$ cat src/rtl/arb_pkg.sv
// Shared definitions for the packet round-robin arbiter: source count, FSM
// encodings and the round-robin pick function.
package arb_pkg;

    localparam int N_SRC = 4;
    localparam int ID_W  = 2;

    typedef enum logic {
        ST_IDLE = 1'b0,
        ST_BUSY = 1'b1
    } arb_state_t;

    // Rotate so the source after 'last' sits at bit 0, take the lowest set
    // bit, then rotate the index back into source numbering.
    function automatic logic [ID_W-1:0] rr_pick(input logic [N_SRC-1:0] req,
                                                input logic [ID_W-1:0]  last);
        logic [2*N_SRC-1:0] dbl;
        logic [N_SRC-1:0]   rot;
        logic [ID_W-1:0]    start;
        logic [ID_W-1:0]    off;
        start = last + 2'd1;
        dbl   = {req, req};
        rot   = dbl[start +: N_SRC];
        off   = '0;
        for (int k = N_SRC - 1; k >= 0; k--) begin
            if (rot[k]) off = k[ID_W-1:0];
        end
        return start + off;
    endfunction

endpackage

$ cat src/rtl/axis_skid2.sv
// Two-entry skid buffer. in_ready is a register, so nothing combinational
// runs from out_ready back to in_ready.
module axis_skid2 #(
    parameter int W = 11
) (
    input  logic         clk,
    input  logic         rst,
    input  logic [W-1:0] in_data,
    input  logic         in_valid,
    output logic         in_ready,
    output logic [W-1:0] out_data,
    output logic         out_valid,
    input  logic         out_ready
);

    logic [1:0]   cnt_p0;
    logic         rdy_p0;
    logic [W-1:0] ent0_p1;
    logic [W-1:0] ent1_p1;
    logic         push;
    logic         pop;
    logic [1:0]   cnt_nxt;

    assign push = in_valid & rdy_p0;
    assign pop  = (cnt_p0 != 2'd0) & out_ready;

    always_comb begin
        cnt_nxt = cnt_p0;
        if (push && !pop)
            cnt_nxt = cnt_p0 + 2'd1;
        else if (!push && pop)
            cnt_nxt = cnt_p0 - 2'd1;
    end

    always_ff @(posedge clk) begin
        if (rst) begin
            cnt_p0 <= 2'd0;
            rdy_p0 <= 1'b1;
        end else begin
            cnt_p0 <= cnt_nxt;
            rdy_p0 <= (cnt_nxt != 2'd2);
        end
    end

    // ---- entry storage (ent0 is always the head) ----
    always_ff @(posedge clk) begin
        if (pop) begin
            if (cnt_p0 == 2'd2)
                ent0_p1 <= ent1_p1;
            else if (push)
                ent0_p1 <= in_data;
        end else if (push) begin
            if (cnt_p0 == 2'd0)
                ent0_p1 <= in_data;
            else
                ent1_p1 <= in_data;
        end
    end

    assign in_ready  = rdy_p0;
    assign out_valid = (cnt_p0 != 2'd0);
    assign out_data  = out_valid ? ent0_p1 : '0;

endmodule

$ cat src/rtl/pkt_rr_arb.sv
// Packet-granular round-robin arbiter merging four AXI-Stream sources.
// Optional per-source grant counters are built when GRANT_CNT_EN is defined.
module pkt_rr_arb
    import arb_pkg::*;
#(
    parameter int DATA_WIDTH = 8,
    parameter int CNT_WIDTH  = 16
) (
    input  logic                        clk,
    input  logic                        rst,
    input  logic [N_SRC*DATA_WIDTH-1:0] src_TDATA,
    input  logic [N_SRC-1:0]            src_TVALID,
    output logic [N_SRC-1:0]            src_TREADY,
    input  logic [N_SRC-1:0]            src_TLAST,
    output logic [DATA_WIDTH-1:0]       res_TDATA,
    output logic                        res_TVALID,
    input  logic                        res_TREADY,
    output logic                        res_TLAST,
    output logic [ID_W-1:0]             res_TID
`ifdef GRANT_CNT_EN
    ,
    output logic [N_SRC*CNT_WIDTH-1:0]  grant_cnt
`endif
);

    localparam int SKID_W = DATA_WIDTH + 1 + ID_W;

    arb_state_t              state_p0;
    logic [ID_W-1:0]         grant_p0;
    logic [ID_W-1:0]         last_p0;
    logic [ID_W-1:0]         pick;
    logic                    skid_in_ready;
    logic                    beat_vld;
    logic                    beat_push;
    logic                    beat_last;
    logic [DATA_WIDTH-1:0]   beat_data;
    logic [SKID_W-1:0]       skid_out;

    assign pick      = rr_pick(src_TVALID, last_p0);
    assign beat_data = src_TDATA[grant_p0*DATA_WIDTH +: DATA_WIDTH];
    assign beat_last = src_TLAST[grant_p0];
    assign beat_vld  = (state_p0 == ST_BUSY) & src_TVALID[grant_p0];
    assign beat_push = beat_vld & skid_in_ready;

    always_comb begin
        src_TREADY = '0;
        if (state_p0 == ST_BUSY)
            src_TREADY[grant_p0] = skid_in_ready;
    end

    // ---- arbitration FSM: grant held from first beat through TLAST ----
    always_ff @(posedge clk) begin
        if (rst) begin
            state_p0 <= ST_IDLE;
            grant_p0 <= '0;
            last_p0  <= ID_W'(N_SRC - 1);
        end else begin
            case (state_p0)
                ST_IDLE: begin
                    if (|src_TVALID) begin
                        grant_p0 <= pick;
                        state_p0 <= ST_BUSY;
                    end
                end
                ST_BUSY: begin
                    if (beat_push && beat_last) begin
                        last_p0  <= grant_p0;
                        state_p0 <= ST_IDLE;
                    end
                end
                default: state_p0 <= ST_IDLE;
            endcase
        end
    end

    // ---- output stage: beats tagged with their source index ----
    axis_skid2 #(
        .W(SKID_W)
    ) u_skid (
        .clk      (clk),
        .rst      (rst),
        .in_data  ({grant_p0, beat_last, beat_data}),
        .in_valid (beat_vld),
        .in_ready (skid_in_ready),
        .out_data (skid_out),
        .out_valid(res_TVALID),
        .out_ready(res_TREADY)
    );

    assign res_TID   = skid_out[SKID_W-1 -: ID_W];
    assign res_TLAST = skid_out[DATA_WIDTH];
    assign res_TDATA = skid_out[DATA_WIDTH-1:0];

`ifdef GRANT_CNT_EN
    logic [CNT_WIDTH-1:0] cnt_p0 [N_SRC];

    always_ff @(posedge clk) begin
        if (rst) begin
            for (int i = 0; i < N_SRC; i++) cnt_p0[i] <= '0;
        end else if (state_p0 == ST_IDLE && |src_TVALID) begin
            cnt_p0[pick] <= cnt_p0[pick] + 1'b1;
        end
    end

    for (genvar g = 0; g < N_SRC; g++) begin : g_cnt_out
        assign grant_cnt[g*CNT_WIDTH +: CNT_WIDTH] = cnt_p0[g];
    end
`else
    // Counters are absent; CNT_WIDTH is still range-checked for consistency.
    if (CNT_WIDTH < 1) begin : g_bad_cnt_width
        $error("CNT_WIDTH must be at least 1");
    end
`endif

endmodule
$ cat config.mk
export PLATFORM = sky130hd
export DESIGN_NAME = pkt_rr_arb
export DESIGN_NICKNAME = d
export VERILOG_FILES = /design/src/rtl/arb_pkg.sv /design/src/rtl/axis_skid2.sv /design/src/rtl/pkt_rr_arb.sv
export SDC_FILE = /design/constraint.sdc
export NUM_CORES = 1
export LEC_CHECK = 0
export CAP_MARGIN = 40
export CORE_MARGIN = 2
export CORE_UTILIZATION = 30
export DETAILED_ROUTE_END_ITERATION = 12
export GPL_TIMING_DRIVEN = 0
export PLACE_DENSITY = 0.62
export SLEW_MARGIN = 5
export SYNTH_ARGS = -nofsm -noshare
export SYNTH_HDL_FRONTEND = slang
export SYNTH_HIERARCHICAL = 1
export SYNTH_SLANG_ARGS = --single-unit
$ cat constraint.sdc
create_clock -name clk -period 2.4 [get_ports clk]
set_input_delay 0.24 -clock clk [delete_from_list [all_inputs] [get_ports clk]]
set_output_delay 0.24 -clock clk [all_outputs]
set_load 0.02 [all_outputs]
==> results of run 1 <==
==> cell usage in the layout, fill, tap and decap left out, types with 2 or more instances in the layout <==
cell type	synthesis	layout
a21oi_1	4	4
and2b_1	2	2
buf_2	2	3
buf_4	1	2
clkbuf_1	3	3
clkbuf_8	0	5
clkdlybuf4s50_1	0	50
dfxtp_1	8	8
dlymetal6s2s_1	0	6
edfxtp_1	22	22
ha_1	3	3
inv_1	7	7
mux2_2	12	12
mux4_2	10	10
nand2_1	5	5
nand2b_4	2	2
nand3_1	3	3
nand3b_1	2	2
nor2_1	17	17
nor2b_1	9	9
nor3_1	6	5
nor4_1	2	2
o21ai_1	5	5
o32ai_1	2	2
or2_2	2	2
xnor2_1	3	3
==> cell families after synthesis <==
| logic type | after synthesis | synth area share, % |
|---|---|---|
| flops | 30 | 46.2 |
| buf+inv | 16 | 4.15 |
| fa+ha+maj | 4 | 2.74 |
| compound gates | 19 | 7.46 |
| simple gates | 55 | 17.2 |
| xor+xnor | 3 | 1.48 |
| mux | 23 | 20.8 |
==> layer usage <==
metal  share of wire [%]  vias up
met5                   0        -
met4                 1.9        0
met3                 5.1        8
met2                  48       41
met1                  45      632
li1                    -      684
==> final timing paths <==
| path | from | endpoint | slack, ns | cells past startpoint |
|---|---|---|---|---|
| worst max-delay path | grant_p0[1]$_SDFFE_PP0P_ | src_TREADY[2] | 0.1 | 4 |
| worst max register to register | grant_p0[1]$_SDFFE_PP0P_ | u_skid/ent1_p1[5]$_DFFE_PP_ | 0.20 | 4 |
| worst min register to register | grant_p0[0]$_SDFFE_PP0P_ | u_skid/ent1_p1[9]$_DFFE_PP_ | 0.49 | 0 |
| worst min-delay path | grant_p0[0]$_SDFFE_PP0P_ | u_skid/ent1_p1[9]$_DFFE_PP_ | 0.49 | 0 |
==> report_power, final <==
part	switching, mW	internal (mW)	leakage [nW]
Clock	0.172	0.199	0.0426
Sequential	0.0709	0.751	0.268
Combinational	0.686	0.723	0.672
==> stage by stage <==
stage	cell area [um2]	setup slack (ns)	std cells	TNS, ns	util (%)
after global routing	2540	0.0214	290	0	43.7
after global placement	2430	-0.536	281	-7.78	41.8
after CTS	2530	0.0387	290	0	43.5
after detailed placement	2440	-0.0909	282	-0.997	42.0
after floorplan	1780	0.206	150	0	-
final	2540	0.0970	290	0	43.7
==> worst max-delay path, cell delays in order, from the launching register on <==
cell             delay (ns)
dfxtp_1                0.56
clkbuf_2               0.34
inv_1                  0.09
nor3_1                 0.17
clkdlybuf4s50_1        0.63
==> state kept, by name (all words and copies together) (netlist names) <==
name and flops:
state_p0 1, u_skid/ent0_p1 11, grant_p0 2, u_skid/cnt_p0 2, u_skid/in_ready 1, last_p0 2, u_skid/ent1_p1 11
==> what timing repair did <==
item / 4_1_cts / 5_1_grt
cloned: 0 / 0
pin swaps: 0 / 0
setup endpoints to repair: 2 / 10
resized for setup: 1 / 8
==> final cells by class <==
type | count | share of cell area (%)
clock inverter | 2 | 0.344
multi-input combinational | 104 | 34.9
buffer | 8 | 1.82
tap | 75 | 3.69
clock buffer | 6 | 2.85
inverter | 8 | 1.18
timing repair buffer | 57 | 22.9
sequential | 30 | 32.3
==> key figures, run 1 <==
Status
  – Status: finished, final reports clean

Yosys
  – Ys async rst share: 0%
  – Count leader, synth: edfxtp_1
  – Most used flip-flop cell after synthesis: edfxtp_1
  – Area leader, netlist: edfxtp_1
  – Post-synthesis sequential area ratio: 46.2%
  – Commonest cells post-synth: edfxtp_1 (22), nor2_1 (17), mux2_2 (12)
  – Cells after synthesis: 150
  – Syn nets: 196
  – Yosys cell types: 41
  – Mean Syn Cell Area: 11.9 um2
  – Synth top area cells: edfxtp_1 (37%), mux4_2 (13%), dfxtp_1 (9.0%), mux2_2 (7.6%), nor2_1 (3.6%)
  – Post-synth EDFFs: 22
  – Yosys reg bits: 30
  – Share of the synthesized area in the top cell type: between 30% and 40%
  – Synthesized area: between 1500 and 2000 um2
  – Yosys Warn Count: 6

Critical path
  – Critical path peak fanout: 10
  – Crit path launch type: register
  – Crit Path Category: reg -> out
  – WP data arrival: 2.06 ns
  – CP endpoint kind: primary output
  – Worst Path Required: approximately 2.2 ns

Place
  – RD Place Congestion: 0.729
  – Port buffer count: 56
  – Hpwl dp: 2900 um

Route
  – WL per Instance: 12.9 um
  – Total number of vias: approximately 1,400
  – Initial DRC count: between 80 and 90
  – First-pass detailed-route iteration total: 4
  – Routed wire length: 3750 um
  – Post-DRT Antenna Nets: 0
  – # DRC: 0
  – Via density: 4.71

Floorplan
  – Core Footprint: 5820 um2
  – Row count: 28
  – Die Width: 81.0 um
  – Die height: just over 80 um
  – Die area: about 6600 um2
  – Initial Utilization: 30.6%
  – IO Pins: 59

Global routing
  – Grt ovf: 0
  – GRT busiest layer: met2
  – First-pass GRT wire length: 5830 um
  – Met1 GRT Util: 15.6%
  – GR Util All Layers: 11.8%
  – Global-route met2 utilization: approximately 18%
  – Initial antenna violation count: 0
  – Vias in the first global route: 1,249
  – Largest net degree at the start of global routing: 15
  – Met3 GRT Util: 2.33%

Power and ir drop
  – Pwr Density: 1020 nW/um2
  – Leak pwr: a little under 1 nW
  – Maximum vdd drop: 0.000432 V
  – Tot Pwr: 2.60 mW

Finish
  – Final #Nets: 260
  – Fill cells: 565
  – Multi-input logic area: 888 um2
  – Ant. Diodes: 0
  – Register area: 821 um2
  – Share of cells above drive strength 1: around a fifth
  – Area growth from synthesis to layout: 43.1%

Clock network
  – Clock Pin Slew Worst Setup and Hold Paths: approximately 0.060 ns
  – Number of buffers created by CTS: 5
  – Worst-case clock buffer depth: 2
  – CTS sink cnt: 30
  – CTS root buffer: clkbuf_8
  – Post-CTS setup buffer count: 0
  – Clock Latency Late Sink: 0.27 ns
  – CTS tree: yes
  – Hold Buf Count CTS: 0
  – CTS HTree Levels: 2

Run
  – Max-cap violations: 0

Timing
  – Slew Limit Fails: 0
  – Hold WS: 0.486 ns
  – Clock skew: around 0.0072 ns
  – Slew of the pin with the lowest slew margin: 0.882 ns
  – RSZ-0062 raised after global routing: false
  – Final min period: roughly 2.3 ns
  – Final Hold Viols: 0
  – Final setup fails: 0
  – Tcrit/Tclk final: 96.0%
  – Max_slew headroom: 40.9%
  – Achievable Freq: 0.434 GHz

Hold path
  – Hold Path Class: reg -> reg
No activity file was read; power rests on OpenSTA's default activity.
==> run 2, diff against run 1 <==
MAX_ROUTING_LAYER = met4   (was default)
==> run 2 against run 1 <==
Net effect: power barely moved; final cell count did not move; worst hold slack barely moved; die area unchanged; combinational power about the same; utilization did not move; fmax hardly changed; via count is the same; highest routed layer unchanged.
==> key figures, run 2 (synthesis results as in run 1) <==
Finish
  – Area growth from synthesis to layout: 43.1% (unchanged)
  – Share of cells above drive strength 1: 20.9% (unchanged)
  – Ant. Diodes: 0 (unchanged)
  – Final #Nets: 260 (unchanged)
  – Largest registers: u_skid/ent0_p1 x11, u_skid/ent1_p1 x11 (unchanged)
  – Fill cells: 565 (unchanged)
  – Final Instance Area: 2540 um2 (unchanged)
  – Post-route non-filler standard cell count: 290 (unchanged)
  – Most frequent cells in the layout: clkdlybuf4s50_1 (50), edfxtp_1 (22), nor2_1 (17) (unchanged)
  – Most common cell after layout, fill and taps aside: clkdlybuf4s50_1 (unchanged)

Route
  – WL per Instance: 12.9 um (unchanged)
  – First-pass detailed-route iteration total: 4 (unchanged)
  – Post-DRT Antenna Nets: 0 (unchanged)
  – Initial DRC count: 84 (unchanged)
  – Total number of vias: 1,365 (unchanged)
  – Via density: 4.71 (unchanged)
  – # DRC: 0 (unchanged)
  – Routed wire length: 3750 um (unchanged)

Clock network
  – CTS HTree Levels: 2 (unchanged)
  – Clock Pin Slew Worst Setup and Hold Paths: 0.06 ns (about the same)
  – # resized after CTS: 1 (unchanged)
  – Post-CTS setup buffer count: 0 (unchanged)
  – Number of buffers created by CTS: 5 (unchanged)
  – Worst-case clock buffer depth: 2 (unchanged)
  – CTS sink cnt: 30 (unchanged)
  – Hold Buf Count CTS: 0 (unchanged)
  – Clock Latency Late Sink: 0.27 ns (about the same)
  – CTS tree: yes (unchanged)
  – CTS root buffer: clkbuf_8 (unchanged)

Hold path
  – Hold Path Class: reg -> reg (unchanged)

Critical path
  – WP data arrival: 2.06 ns (about the same)
  – Critical-path cell list: clkbuf_2 -> inv_1 -> nor3_1 -> clkdlybuf4s50_1 (unchanged)
  – Largest stage delay, worst path: 0.63 ns (about the same)
  – Crit Path Category: reg -> out (unchanged)
  – CP endpoint kind: primary output (unchanged)
  – Critical path peak fanout: 10 (unchanged)
  – Slowest CP cell: clkdlybuf4s50_1 (unchanged)
  – Worst Path Required: 2.16 ns (about the same)
  – Crit path launch type: register (unchanged)

Place
  – DP Area: 2440 um2 (unchanged)
  – Placed cells: 282 (unchanged)
  – Port buffer count: 56 (unchanged)
  – RD Place Congestion: 0.738 (was 0.729)
  – Hpwl dp: 2900 um (unchanged)

Timing
  – Final min period: 2.30 ns (about the same)
  – Slew of the pin with the lowest slew margin: 0.882 ns (about the same)
  – Slew Limit Fails: 0 (unchanged)
  – Final setup fails: 0 (unchanged)
  – Final Hold Viols: 0 (unchanged)
  – Achievable Freq: 0.434 GHz (about the same)
  – Max_slew headroom: 40.9% (unchanged)
  – Setup TNS: 0 ns (unchanged)
  – Clock skew: 0.00720 ns (about the same)
  – RSZ-0062 raised after global routing: false (unchanged)
  – Hold WS: 0.486 ns (about the same)
  – Tcrit/Tclk final: 96.0% (about the same)

Floorplan
  – Core Footprint: 5820 um2 (unchanged)
  – Die height: 81.0 um (unchanged)
  – Row count: 28 (unchanged)
  – IO Pins: 59 (unchanged)
  – Die Width: 81.0 um (unchanged)
  – Initial Utilization: 30.6% (unchanged)
  – Die area: 6560 um2 (unchanged)

Power and ir drop
  – Pwr Density: 1020 nW/um2 (about the same)
  – Sw Pwr: 0.929 mW (about the same)
  – Combinational share of power: 54.1% (was 54.2%)
  – Clk pwr share: 14.3% (about the same)
  – Switching share of power: 35.7% (about the same)
  – Maximum vdd drop: 0.000432 V (about the same)
  – Leak pwr: 0.983 nW (unchanged)
  – Seq pwr share: 31.6% (about the same)
  – Pint: 1.67 mW (unchanged)
  – Tot Pwr: 2.60 mW (about the same)

Status
  – Status: finished, final reports clean (unchanged)

Global routing
  – Largest net degree at the start of global routing: 15 (unchanged)
  – Initial antenna violation count: 0 (unchanged)
  – Grt ovf: 0 (unchanged)
  – Vias in the first global route: 1,248 (was 1,249)
  – First-pass GRT wire length: 5840 um (was 5830 um)
  – GR Util All Layers: 12.2% (was 11.8%)

Run
  – Max-cap violations: 0 (unchanged)
==> run 2: cell counts in the layout (fill, tap and decap cells not counted) <==
Identical to the previous run, type by type.
==> run 2: layer usage <==
metal | global-route usage [%] | routed length, um
met4 | 6.44 | 74
met3 | 2.33 | 193
met2 | 18.2 | 1790
met1 | 15.6 | 1700
met5 | - | 0
==> run 2: power by group through the flow <==
stage / Sequential (mW) / Clock (mW) / Combinational (mW)
6_report: 0.822 / 0.371 / 1.41
2_1_floorplan: 0.811 / 0 / 0.972
3_3_place_gp: 0.833 / 0 / 1.40
3_5_place_dp: 0.835 / 0 / 1.42
4_1_cts: 0.824 / 0.380 / 1.43
5_1_grt: 0.844 / 0.396 / 1.54
==> run 2: per-stage QoR <==
step,utilization [%],worst slack [ns]
2_1_floorplan,-,0.206
3_3_place_gp,41.8,-0.536
3_5_place_dp,42.0,-0.0909
4_1_cts,43.5,0.0387
5_1_grt,43.7,0.0214
6_report,43.7,0.0966
==> run 2: path summary, 6_finish.rpt <==
check | from | end | slack, ns | cells after the start
worst max-delay path | grant_p0[1]$_SDFFE_PP0P_ | src_TREADY[2] | 0.1 | 4
worst min-delay path | grant_p0[0]$_SDFFE_PP0P_ | u_skid/ent1_p1[9]$_DFFE_PP_ | 0.49 | 0
worst max register to register | grant_p0[1]$_SDFFE_PP0P_ | u_skid/ent1_p1[5]$_DFFE_PP_ | 0.20 | 4
worst min register to register | grant_p0[0]$_SDFFE_PP0P_ | u_skid/ent1_p1[9]$_DFFE_PP_ | 0.49 | 0
==> run 2: area by class of cell <==
type / instances / area [um2] / share of cell area [%]
multi-input cells: 104 / 888 / 34.9
flip-flops and latches: 30 / 821 / 32.3
repair buffers: 57 / 583 / 22.9
well taps: 75 / 93.8 / 3.69
clock buffers: 6 / 72.6 / 2.85
clock inverters: 2 / 8.76 / 0.344
inverters: 8 / 30.0 / 1.18
plain buffers: 8 / 46.3 / 1.82
==> run 2: critical path: cells and delay by family (launching register included) <==
family	cells	cell delay, ns
DFF	1	0.56
and+or+nand+nor	1	0.17
buffers and inverters	3	1.06
==> variant: new RTL, config.mk and constraints of run 1 <==
Change the package constant `N_SRC` from 4 to 8.
--- a/src/rtl/arb_pkg.sv
+++ b/src/rtl/arb_pkg.sv
@@ -2,7 +2,7 @@
 // encodings and the round-robin pick function.
 package arb_pkg;
 
-    localparam int N_SRC = 4;
+    localparam int N_SRC = 8;
     localparam int ID_W  = 2;
 
     typedef enum logic {
Interface: changed (resized src_TDATA, src_TLAST, src_TREADY and src_TVALID); port bits go from 59 to 103. No check against the original RTL was run, so the function may have changed too.
==> variant against run 1 <==
- the flow now finishes with violations (negative setup slack)
- sequential cell count did not move
- design area rose by 13%
- first-iteration DRC count rose by 2.4%
- sequential power fell by 11%
- setup slack got worse by 0.36 ns
- area after synthesis rose by 9.4%
- power fell by 7.5%
- routed wire length rose by 12%
- global-route usage rose by 0.93 points
- via count rose by 7.0%
- critical path type is now reg2reg
- critical endpoint is now grant_p0[1]$_SDFFE_PP0P_
==> variant: results (changes against run 1) <==
stage,metric,value,unit,change
status,status,finished with violations,,
status,failing checks,negative setup slack,,
detailed_routing,mean routed wirelength per cell,13.8,microns,+6.8%
placement,placed cells,293,,+3.9%
detailed_routing,Vias,1461,,+7.0%
cells_and_area,fin nets,313,,+20%
synthesis,Ys Warns,6,,unchanged
placement,# port buffers,62,,+11%
timing,Rel. slew slack,43.9,%,+3.0 points
cells_and_area,# diodes,0,,unchanged
timing,setup_tns,-0.264,ns,-0.264 ns
pwr,seq pwr,0.731,mW,-11%
setup_path,critical path's slowest cell,mux4_2,,
pwr,Int Power,1.66,mW,-1.0%
detailed_routing,DR pass1 iterations,4,,unchanged
synthesis,number of synthesized flops with an enable pin,22,,unchanged
setup_path,"slowest stage delay, CP",0.55,ns,-0.08 ns
setup_path,Crit Path Max Fanout,6,,-4
synthesis,post-synth cell types,42,,+2.4%
setup_path,crit path capture,grant_p0[1]$_SDFFE_PP0P_,,
setup_path,crit-path leading delay family,simple AND/OR/NAND/NOR gates,,
hold_path,hold depth,0,,unchanged
global_routing,GR Util All Layers,12.7,%,+0.93 points
clocking,cell chosen for the clock root,clkbuf_8,,
global_routing,first-pass GRT wire length,7220,microns,+24%
global_routing,initial antenna violation count,0,,unchanged
placement,placer congestion estimate,0.792,,+8.6%
placement,pre-CTS setup slack,-0.616,ns,-0.525 ns
synthesis,"Seq/Total Area, Yosys",42.2,%,-4.0 points
detailed_routing,Via density,4.79,,+1.8%
pwr,LEAKAGE,1.13,nW,+15%
pwr,clock network fraction of design power,24.9,%,+11 points
timing,post-route setup slack,-0.264,ns,-0.361 ns
synthesis,Mapped Avg Cell Area,12.9,sq um,+8.7%
setup_path,Crit path arrival time,2.87,ns,+0.81 ns
setup_path,R2R depth,11,,+7
cells_and_area,biggest regs,"u_skid/ent0_p1: 11 flops, u_skid/ent1_p1: 11 flops",,
placement,Post-DP HPWL,3250,microns,+12%
placement,"Cell Area, Placed",2690,sq um,+10%
synthesis,Area contributors post-synth,"edfxtp_1, mux4_2, mux4_1",,
timing,Final Skew,0.00519,ns,-0.00201 ns
setup_path,Worst Setup SP,last_p0[0]$_SDFFE_PP1P_,,
cells_and_area,share of layout cells above drive strength 1,26.3,%,+5.4 points
pwr,sw frac,31.2,%,-4.5 points
timing,final setup fails,1,,+1
pwr,Peak supply drop,462,uV,+6.8%
clocking,H-Tree Depth,2,,unchanged
global_routing,pin count of the biggest net entering global routing,12,,-3
synthesis,Synth top cells by count,"edfxtp_1, mux2_2, nor2_1",,
detailed_routing,Iter 0 DRT Violations,86,,+2.4%
-- variant: cell count changes after synthesis, moves of 3 or more --
cell     delta
mux4_1      +7
nor2_1      -5
o21ai_1     -5
buf_4       +4
a21oi_1     +3
inv_1       +3
-- variant: worst min-delay path by stage --
| stage | slack (ns) | to |
|---|---|---|
| floorplan | 0.31 | u_skid/cnt_p0[1]$_SDFF_PP0_ |
| global placement | 0.44 | u_skid/ent1_p1[9]$_DFFE_PP_ |
| detailed placement | 0.44 | u_skid/ent1_p1[9]$_DFFE_PP_ |
| CTS | 0.46 | u_skid/ent1_p1[9]$_DFFE_PP_ |
| global route | 0.50 | u_skid/ent1_p1[9]$_DFFE_PP_ |
| finish | 0.47 | u_skid/ent1_p1[9]$_DFFE_PP_ |
-- variant: layout make-up --
cell class / instances / area, sq um
fill: 611 / 3450
sequential: 30 / 823
buffer: 10 / 72.6
clock buffer: 5 / 68.8
inverter: 10 / 37.5
clock inverter: 3 / 63.8
tap: 77 / 96.3
timing repair buffer: 67 / 669
multi-input combinational: 103 / 1030
-- variant: cell families (layout without fill, tap and decap cells) --
group,after synthesis,in the layout,synth area share [%]
flip-flops,30,30,42.2
multiplexers,31,31,29.6
buffers and inverters,21,95,5.53
XOR/XNOR,3,3,1.35
AO/OA/AOI/OAI,15,15,5.34
other,1,4,0.193
adder cells (fa/ha/maj),4,4,2.51
AND/OR/NAND/NOR,46,46,13.2
-- variant: layer usage --
metal,up-vias,track usage [%],wire (microns)
met5,-,0,0
met4,0,2.60,27
met1,691,17.1,1840
li1,720,-,-
met2,46,21.0,2100
met3,4,3.24,246
-- variant: what timing repair did --
item                                    in CTS  in global routing
gates resized for setup                      5                 14
buffers inserted                             2                  3
pin swaps                                    4                  5
endpoints found under the setup margin       5                 33
gates cloned                                 0                  0
